<file path="config.mk">
export PLATFORM = sky130hd
export DESIGN_NAME = spread_multi
export DESIGN_NICKNAME = d
export VERILOG_FILES = /design/src/rtl/spread_pkg.sv /design/src/rtl/spread_multi_lfsr_gen.sv /design/src/rtl/spread_multi.sv
export SDC_FILE = /design/constraint.sdc
export NUM_CORES = 1
export LEC_CHECK = 0
export BUFFER_PORTS_ARGS = -buffer_cell sky130_fd_sc_hd__clkbuf_2
export CORE_MARGIN = 1
export CORE_UTILIZATION = 25
export CTS_BUF_LIST = sky130_fd_sc_hd__clkbuf_2
export DETAILED_ROUTE_END_ITERATION = 10
export GPL_TIMING_DRIVEN = 0
export HOLD_SLACK_MARGIN = 0.03
export SLEW_MARGIN = 20
export SYNTH_ARGS = -nofsm -noshare
export SYNTH_HDL_FRONTEND = slang
export SYNTH_SLANG_ARGS = --single-unit
</file>
<file path="constraint.sdc">
create_clock -name i_clk -period 5.6 [get_ports i_clk]
set_input_delay 0.28 -clock i_clk [delete_from_list [all_inputs] [get_ports i_clk]]
set_output_delay 0.28 -clock i_clk [all_outputs]
set_load 0.1 [all_outputs]
</file>
<file path="src/rtl/spread_pkg.sv">
// ---------------------------------------------------------------------------
// spread_pkg
// Shared definitions for the spread_multi DSSS spreader:
//   - FSM state encodings (LOAD, IDLE, SPREAD)
//   - default LFSR width, feedback taps and seed
//   - clamp_len(): folds a requested chips-per-symbol value into [2, max]
// No ports; imported by spread_multi and lfsr_gen.
// ---------------------------------------------------------------------------
package spread_pkg;

    // State encodings are plain constants so older tools can use them too.
    localparam logic [1:0] ST_LOAD   = 2'd0;
    localparam logic [1:0] ST_IDLE   = 2'd1;
    localparam logic [1:0] ST_SPREAD = 2'd2;

    localparam int          DEF_LFSR_W    = 16;
    localparam logic [15:0] DEF_LFSR_TAPS = 16'hB400;
    localparam logic [15:0] DEF_LFSR_SEED = 16'hACE1;

    // A one-chip "spread" is meaningless, so the floor is two chips; the
    // ceiling is the depth of the code table.
    function automatic int unsigned clamp_len(input int unsigned req,
                                              input int unsigned max_len);
        if (req < 2)
            return 2;
        else if (req > max_len)
            return max_len;
        else
            return req;
    endfunction

endpackage

</file>
<file path="src/rtl/spread_multi_lfsr_gen.sv">
// ---------------------------------------------------------------------------
// lfsr_gen
// Galois LFSR producing one pseudo-noise bit per enabled cycle.
// Ports:
//   i_clk      clock
//   i_reset_n  async active-low reset, state returns to LFSR_SEED
//   i_load     synchronous reseed to LFSR_SEED (wins over i_en)
//   i_en       advance the register by one step
//   o_bit      current output bit (LSB of the state)
// ---------------------------------------------------------------------------
module lfsr_gen
    import spread_pkg::*;
#(
    parameter int                LFSR_W    = DEF_LFSR_W,
    parameter logic [LFSR_W-1:0] LFSR_TAPS = DEF_LFSR_TAPS,
    parameter logic [LFSR_W-1:0] LFSR_SEED = DEF_LFSR_SEED
) (
    input  logic i_clk,
    input  logic i_reset_n,
    input  logic i_load,
    input  logic i_en,
    output logic o_bit
);

    logic [LFSR_W-1:0] lfsr_q;

    // Galois form: shift right and fold the taps in whenever the bit that
    // falls out of the bottom is a one. Reseeding beats stepping so a reload
    // always restarts the sequence from the same point.
    always_ff @(posedge i_clk or negedge i_reset_n) begin
        if (!i_reset_n)
            lfsr_q <= LFSR_SEED;
        else if (i_load)
            lfsr_q <= LFSR_SEED;
        else if (i_en)
            lfsr_q <= (lfsr_q >> 1) ^ (lfsr_q[0] ? LFSR_TAPS : '0);
    end

    assign o_bit = lfsr_q[0];

endmodule

</file>
<file path="src/rtl/spread_multi.sv">
// ---------------------------------------------------------------------------
// spread_multi
// DSSS spreader: each accepted CH_N-bit symbol is spread over a run-time
// selectable number of chips by XORing every channel bit with a shared PN
// chip. The PN code is produced once by an internal LFSR into a code table
// and reused for every symbol until a reload regenerates it.
//
// Ports:
//   i_clk       clock
//   i_reset_n   async active-low reset
//   i_code_len  requested chips per symbol (clamped to [2, SPREAD_MAX])
//   i_reload    abort, reseed the LFSR and regenerate the code table
//   i_data      input symbol, one bit per channel
//   i_valid     i_data valid
//   o_ready     symbol can be accepted this cycle (combinational on i_ready)
//   o_data      output chips, one per channel
//   o_valid     o_data valid
//   i_ready     downstream accepts the current chip
//   o_code_ok   code table is loaded
//   o_sym_cnt   completed-symbol counter (only with SPREAD_MULTI_STATS_EN)
//
// Optional feature macro: SPREAD_MULTI_STATS_EN
// ---------------------------------------------------------------------------
module spread_multi
    import spread_pkg::*;
#(
    parameter int                SPREAD_MAX = 64,
    parameter int                CNT_W      = $clog2(SPREAD_MAX + 1),
    parameter int                CH_N       = 1,
    parameter int                LFSR_W     = DEF_LFSR_W,
    parameter logic [LFSR_W-1:0] LFSR_TAPS  = DEF_LFSR_TAPS,
    parameter logic [LFSR_W-1:0] LFSR_SEED  = DEF_LFSR_SEED
) (
    input  logic             i_clk,
    input  logic             i_reset_n,
    input  logic [CNT_W-1:0] i_code_len,
    input  logic             i_reload,
    input  logic [CH_N-1:0]  i_data,
    input  logic             i_valid,
    output logic             o_ready,
    output logic [CH_N-1:0]  o_data,
    output logic             o_valid,
    input  logic             i_ready,
    output logic             o_code_ok
`ifdef SPREAD_MULTI_STATS_EN
    ,
    output logic [31:0]      o_sym_cnt
`endif
);

    localparam int IDX_W = $clog2(SPREAD_MAX);

    logic [1:0]            state_q;
    logic [CNT_W-1:0]      idx_q;
    logic [CNT_W-1:0]      len_q;
    logic                  need_len_q;
    logic [CH_N-1:0]       sym_q;
    logic [SPREAD_MAX-1:0] code_mem;

    logic [CNT_W-1:0]      clamped_len;
    logic [CNT_W-1:0]      load_len;
    logic                  last_chip;
    logic                  pn_bit;
    logic                  chip_xfer;

    assign clamped_len = CNT_W'(clamp_len(32'(i_code_len), SPREAD_MAX));

    // After reset no length has been taken yet, so the first LOAD cycle
    // uses the live (clamped) request and latches it; a reload latches the
    // length itself on the reload cycle.
    assign load_len  = need_len_q ? clamped_len : len_q;
    assign last_chip = (idx_q == len_q - CNT_W'(1));
    assign chip_xfer = o_valid & i_ready;

    lfsr_gen #(
        .LFSR_W    (LFSR_W),
        .LFSR_TAPS (LFSR_TAPS),
        .LFSR_SEED (LFSR_SEED)
    ) u_lfsr (
        .i_clk     (i_clk),
        .i_reset_n (i_reset_n),
        .i_load    (i_reload),
        .i_en      (state_q == ST_LOAD),
        .o_bit     (pn_bit)
    );

    // Code table: one PN bit per LOAD cycle. Left unreset on purpose; every
    // entry that can be read is rewritten before o_code_ok rises.
    always_ff @(posedge i_clk) begin
        if (state_q == ST_LOAD && !i_reload)
            code_mem[idx_q[IDX_W-1:0]] <= pn_bit;
    end

    // Main FSM, chip counter and symbol register. Reload overrides whatever
    // the FSM was doing and drops any symbol in flight.
    always_ff @(posedge i_clk or negedge i_reset_n) begin
        if (!i_reset_n) begin
            state_q    <= ST_LOAD;
            idx_q      <= '0;
            len_q      <= CNT_W'(SPREAD_MAX);
            need_len_q <= 1'b1;
            sym_q      <= '0;
            o_valid    <= 1'b0;
            o_code_ok  <= 1'b0;
        end else if (i_reload) begin
            state_q    <= ST_LOAD;
            idx_q      <= '0;
            len_q      <= clamped_len;
            need_len_q <= 1'b0;
            o_valid    <= 1'b0;
            o_code_ok  <= 1'b0;
        end else begin
            case (state_q)
                ST_LOAD: begin
                    if (need_len_q) begin
                        len_q      <= load_len;
                        need_len_q <= 1'b0;
                    end
                    if (idx_q == load_len - CNT_W'(1)) begin
                        idx_q     <= '0;
                        o_code_ok <= 1'b1;
                        state_q   <= ST_IDLE;
                    end else begin
                        idx_q <= idx_q + CNT_W'(1);
                    end
                end
                ST_IDLE: begin
                    if (i_valid) begin
                        sym_q   <= i_data;
                        idx_q   <= '0;
                        o_valid <= 1'b1;
                        state_q <= ST_SPREAD;
                    end
                end
                ST_SPREAD: begin
                    if (chip_xfer) begin
                        if (last_chip) begin
                            idx_q <= '0;
                            if (i_valid) begin
                                sym_q <= i_data;
                            end else begin
                                o_valid <= 1'b0;
                                state_q <= ST_IDLE;
                            end
                        end else begin
                            idx_q <= idx_q + CNT_W'(1);
                        end
                    end
                end
                default: begin
                    state_q <= ST_LOAD;
                    idx_q   <= '0;
                    o_valid <= 1'b0;
                end
            endcase
        end
    end

    // Ready while idle, or on the cycle the last chip leaves so the next
    // symbol follows with no bubble.
    assign o_ready = (state_q == ST_IDLE) |
                     ((state_q == ST_SPREAD) & last_chip & i_ready);

    // Gated by o_valid so the chip bus reads zero whenever nothing is valid.
    always_comb begin
        o_data = '0;
        if (o_valid)
            o_data = {CH_N{code_mem[idx_q[IDX_W-1:0]]}} ^ sym_q;
    end

`ifdef SPREAD_MULTI_STATS_EN
    // Completed symbols: a symbol counts once its last chip is accepted.
    always_ff @(posedge i_clk or negedge i_reset_n) begin
        if (!i_reset_n)
            o_sym_cnt <= '0;
        else if (i_reload)
            o_sym_cnt <= '0;
        else if (state_q == ST_SPREAD && chip_xfer && last_chip)
            o_sym_cnt <= o_sym_cnt + 32'd1;
    end
`endif

endmodule
</file>
==> summary.md <==
| Metric | Value |
|---|---|
| Cells after Synth | about 500 |
| DRC errors left | 0 |
| Top cell type's share of synthesized area | a little over a third |
| Remaining antenna violation count | 0 |
| Worst-Margin Slew | 0.991 ns |
| Crit path DAT | about 4 ns |
| Number of CTS-inserted buffers | 9 |
| Die height | roughly 150 um |
| Status | finished, final reports clean |
| Share of cells above drive strength 1 | between 10% and 20% |
| Distinct cells, synth | 63 |
| Root Driver | clkbuf_2 |
| Share of the core filled with cells | 29.0% |
| Final wirelength | 11.7 mm |
| Max Cap Viol | 0 |
| Vias in the first global route | 3697 |
| Core area | between 0.02 and 0.025 mm2 |
| Sw power | 792 uW |
| TritonCTS clock tree | done |
| Type of origin of the critical path | register |
| Largest cells by area after synthesis | edfxtp_1 (36%), dfrtp_1 (12%), nor2_1 (6.5%) |
| Die area | around 0.022 mm2 |
| YS warnings | 0 |
| Largest net degree at the start of global routing | 66 |
| Clk buf depth | 2 |
| Initial Utilization | ~26% |
| Seq cells post-synth | 100 |
| Detailed Place HPWL | 7.81 mm |
| Max IR drop VDD | approximately 0.11 mV |
| Ports | 17 |
| Switching part of the total power | 36.6% |
| Via density | approximately 4.7 |
| Post-synth top area cell | edfxtp_1 |
| Most used flip-flop cell after synthesis | edfxtp_1 |
| Buffers on Ports | 15 |
| Num rows | 52 |
| Syn Std Cell Area | approximately 0.0053 mm2 |
| Sequential fraction of the synthesis area | roughly 54% |
| Nets@finish | about 550 |
| Clk pwr share | around 18% |
| Synth Net Count | 510 |
| WHS | roughly 0.06 ns |
| EDFF count, synth | 64 |
| Cell Count, Final, Fillers Out | approximately 800 |
| Kind of critical path | register to primary output |
| Commonest cells in the netlist | nor2_1 (92), edfxtp_1 (64), nand2_1 (47) |
| Max Clock Freq | about 230 MHz |
| Hold Vio Cnt, Final | 0 |
| GR Overflow Total | 0 |
| H-Tree Depth | 3 |
| Worst hold path class | primary input to register |
| Final setup viols | 0 |
| Final min period | about 4.3 ns |
| Setup bufs post-CTS | 0 |
| Initial antenna violation count | 1 |
| Leak | 0.00212 uW |
| Clock Sinks | 100 |
| Fin area | 0.00592 mm2 |
| Slew Limit Fails | 0 |
| Power Dens Cells | between 300 and 400 mW/mm2 |
| Reg power frac | a little under half |
| Slew Limit Headroom | between 30% and 40% |
| Clock-pin slew on the worst setup and hold paths | 0.28 ns |
| Count leader, synth | nor2_1 |
| Avg Inst Size Synth | between 10 and 15 um2 |
| Clock Latency Late Sink | around 0.6 ns |
| Total GRT Usage | approximately 11% |
| Drt pass-1 iters | 4 |
| Die Span X | ~150 um |
| Global-route wire length before repair | 19.3 mm |
| Placed cells | 775 |
| Worst EP required | ~5.3 ns |
| RePlAce Congestion | around 0.77 |
| Pint | about 1400 uW |
| Post-CTS sizing | 0 |
| Worst R2R Path Depth | 13 |
| Wire per inst | 14.7 um |
| Post-Place Cell Area | ~0.0057 mm2 |
| DR iter-0 viols | ~270 |
| Worst Path Max Fanout | 10 |
| Final worst-path cycle share | 76.3% |
| WHS Path Cells | 3 |
| Vias | ~3800 |
| Setup TNS | 0 ns |
| Logic gate share of total power | a little over a third |
| RSZ-0062 raised after global routing | false |
| Area grow syn2layout | 12.2% |
| Async set-reset flop share out of synthesis | 36.0% |
| Worst setup EP type | primary output |
| Final Skew | 0.0399 ns |
worst paths after layout:
path	from	to	slack (ns)
max in group asynchronous	i_reset_n	idx_q[6]	4.69
min in group asynchronous	i_reset_n	o_code_ok	0.30
worst max register to register	need_len_q	idx_q[2]	2.07
worst min register to register	o_code_ok	o_code_ok	0.54
worst min-delay path	i_code_len[6]	len_q[6]	0.06
worst max-delay path	idx_q[1]	o_data	1.33
timing repair:
item / 4_1_cts / 5_1_grt
hold buffers: 9 / 0
setup endpoints to repair: 0 / 0
endpoints found under the hold margin: 32 / 0
power by group through the flow:
stage               Sequential (uW)  Combinational, uW  Clock, uW
floorplan                       973                605          0
global placement                992                780          0
global route                    992                870        429
CTS                             978                792        403
finish                          977                789        395
detailed placement              993                783          0
through the flow:
stage,worst slack (ns),power [uW]
2_1_floorplan,2.45,1580
3_5_place_dp,1.96,1780
4_1_cts,1.27,2170
5_1_grt,1.07,2290
6_report,1.33,2160
3_3_place_gp,1.96,1770
metal layers:
metal  routed length (um)  track usage (%)  share of wire, %
met5                    0                0                 0
met4                  180             3.76               1.5
met3                  455             2.24               3.9
met2                 5680             18.5                48
met1                 5430             15.3                46
layout make-up:
cell class | count | area [um2]
fillers | 2176 | 14500
flip-flops and latches | 100 | 2840
multi-input cells | 345 | 2260
well taps | 270 | 338
repair buffers | 24 | 165
plain buffers | 30 | 124
clock inverters | 6 | 86.3
inverters | 15 | 56.3
clock buffers | 10 | 50.0
diodes | 1 | 2.50
cells by family (layout without fill, tap and decap cells):
family,after synthesis,in the layout,synth area share (%)
simple gates,201,201,17.3
compound gates,73,73,10.9
fa+ha+maj,7,7,1.66
xor+xnor,21,21,3.49
buf+inv,45,85,3.42
flops,100,100,53.8
mux,43,43,9.47
other cells,0,1,0
worst max-delay path, stage by stage (launching register included):
cell and delay [ns]:
dfrtp_1 0.40, clkbuf_1 0.41, buf_2 0.37, mux2_2 0.38, a22o_1 0.19, a221oi_1 0.28
o22ai_1 0.18, nor4_1 0.45, xnor2_1 0.18, and2_1 0.14, clkbuf_2 0.45
cells in the final DEF, fill, tap and decap left out, types with 7 or more instances in the layout:
cell           Yosys  routed
edfxtp_1          64      64
nand3_1           14      14
nor2b_1           11      11
a22oi_1            7       7
a21oi_1           11      11
clkbuf_1          19      19
dlygate4sd3_1      0       9
mux2_2            15      15
mux2i_1           24      24
ha_1               7       7
inv_1             15      15
nor2_1            92      92
clkbuf_2           0      25
dfrtp_1           26      26
nand2_1           47      47
o21ai_0           12      12
xnor2_1           16      16
dfstp_2           10      10
flip-flops by register name, indices dropped and copies added (netlist names), 2 cells and up:
name	cells
len_q	7
u_lfsr.lfsr_q	16
idx_q	7
code_mem	64
state_q	2
No activity file was read; power rests on OpenSTA's default activity.
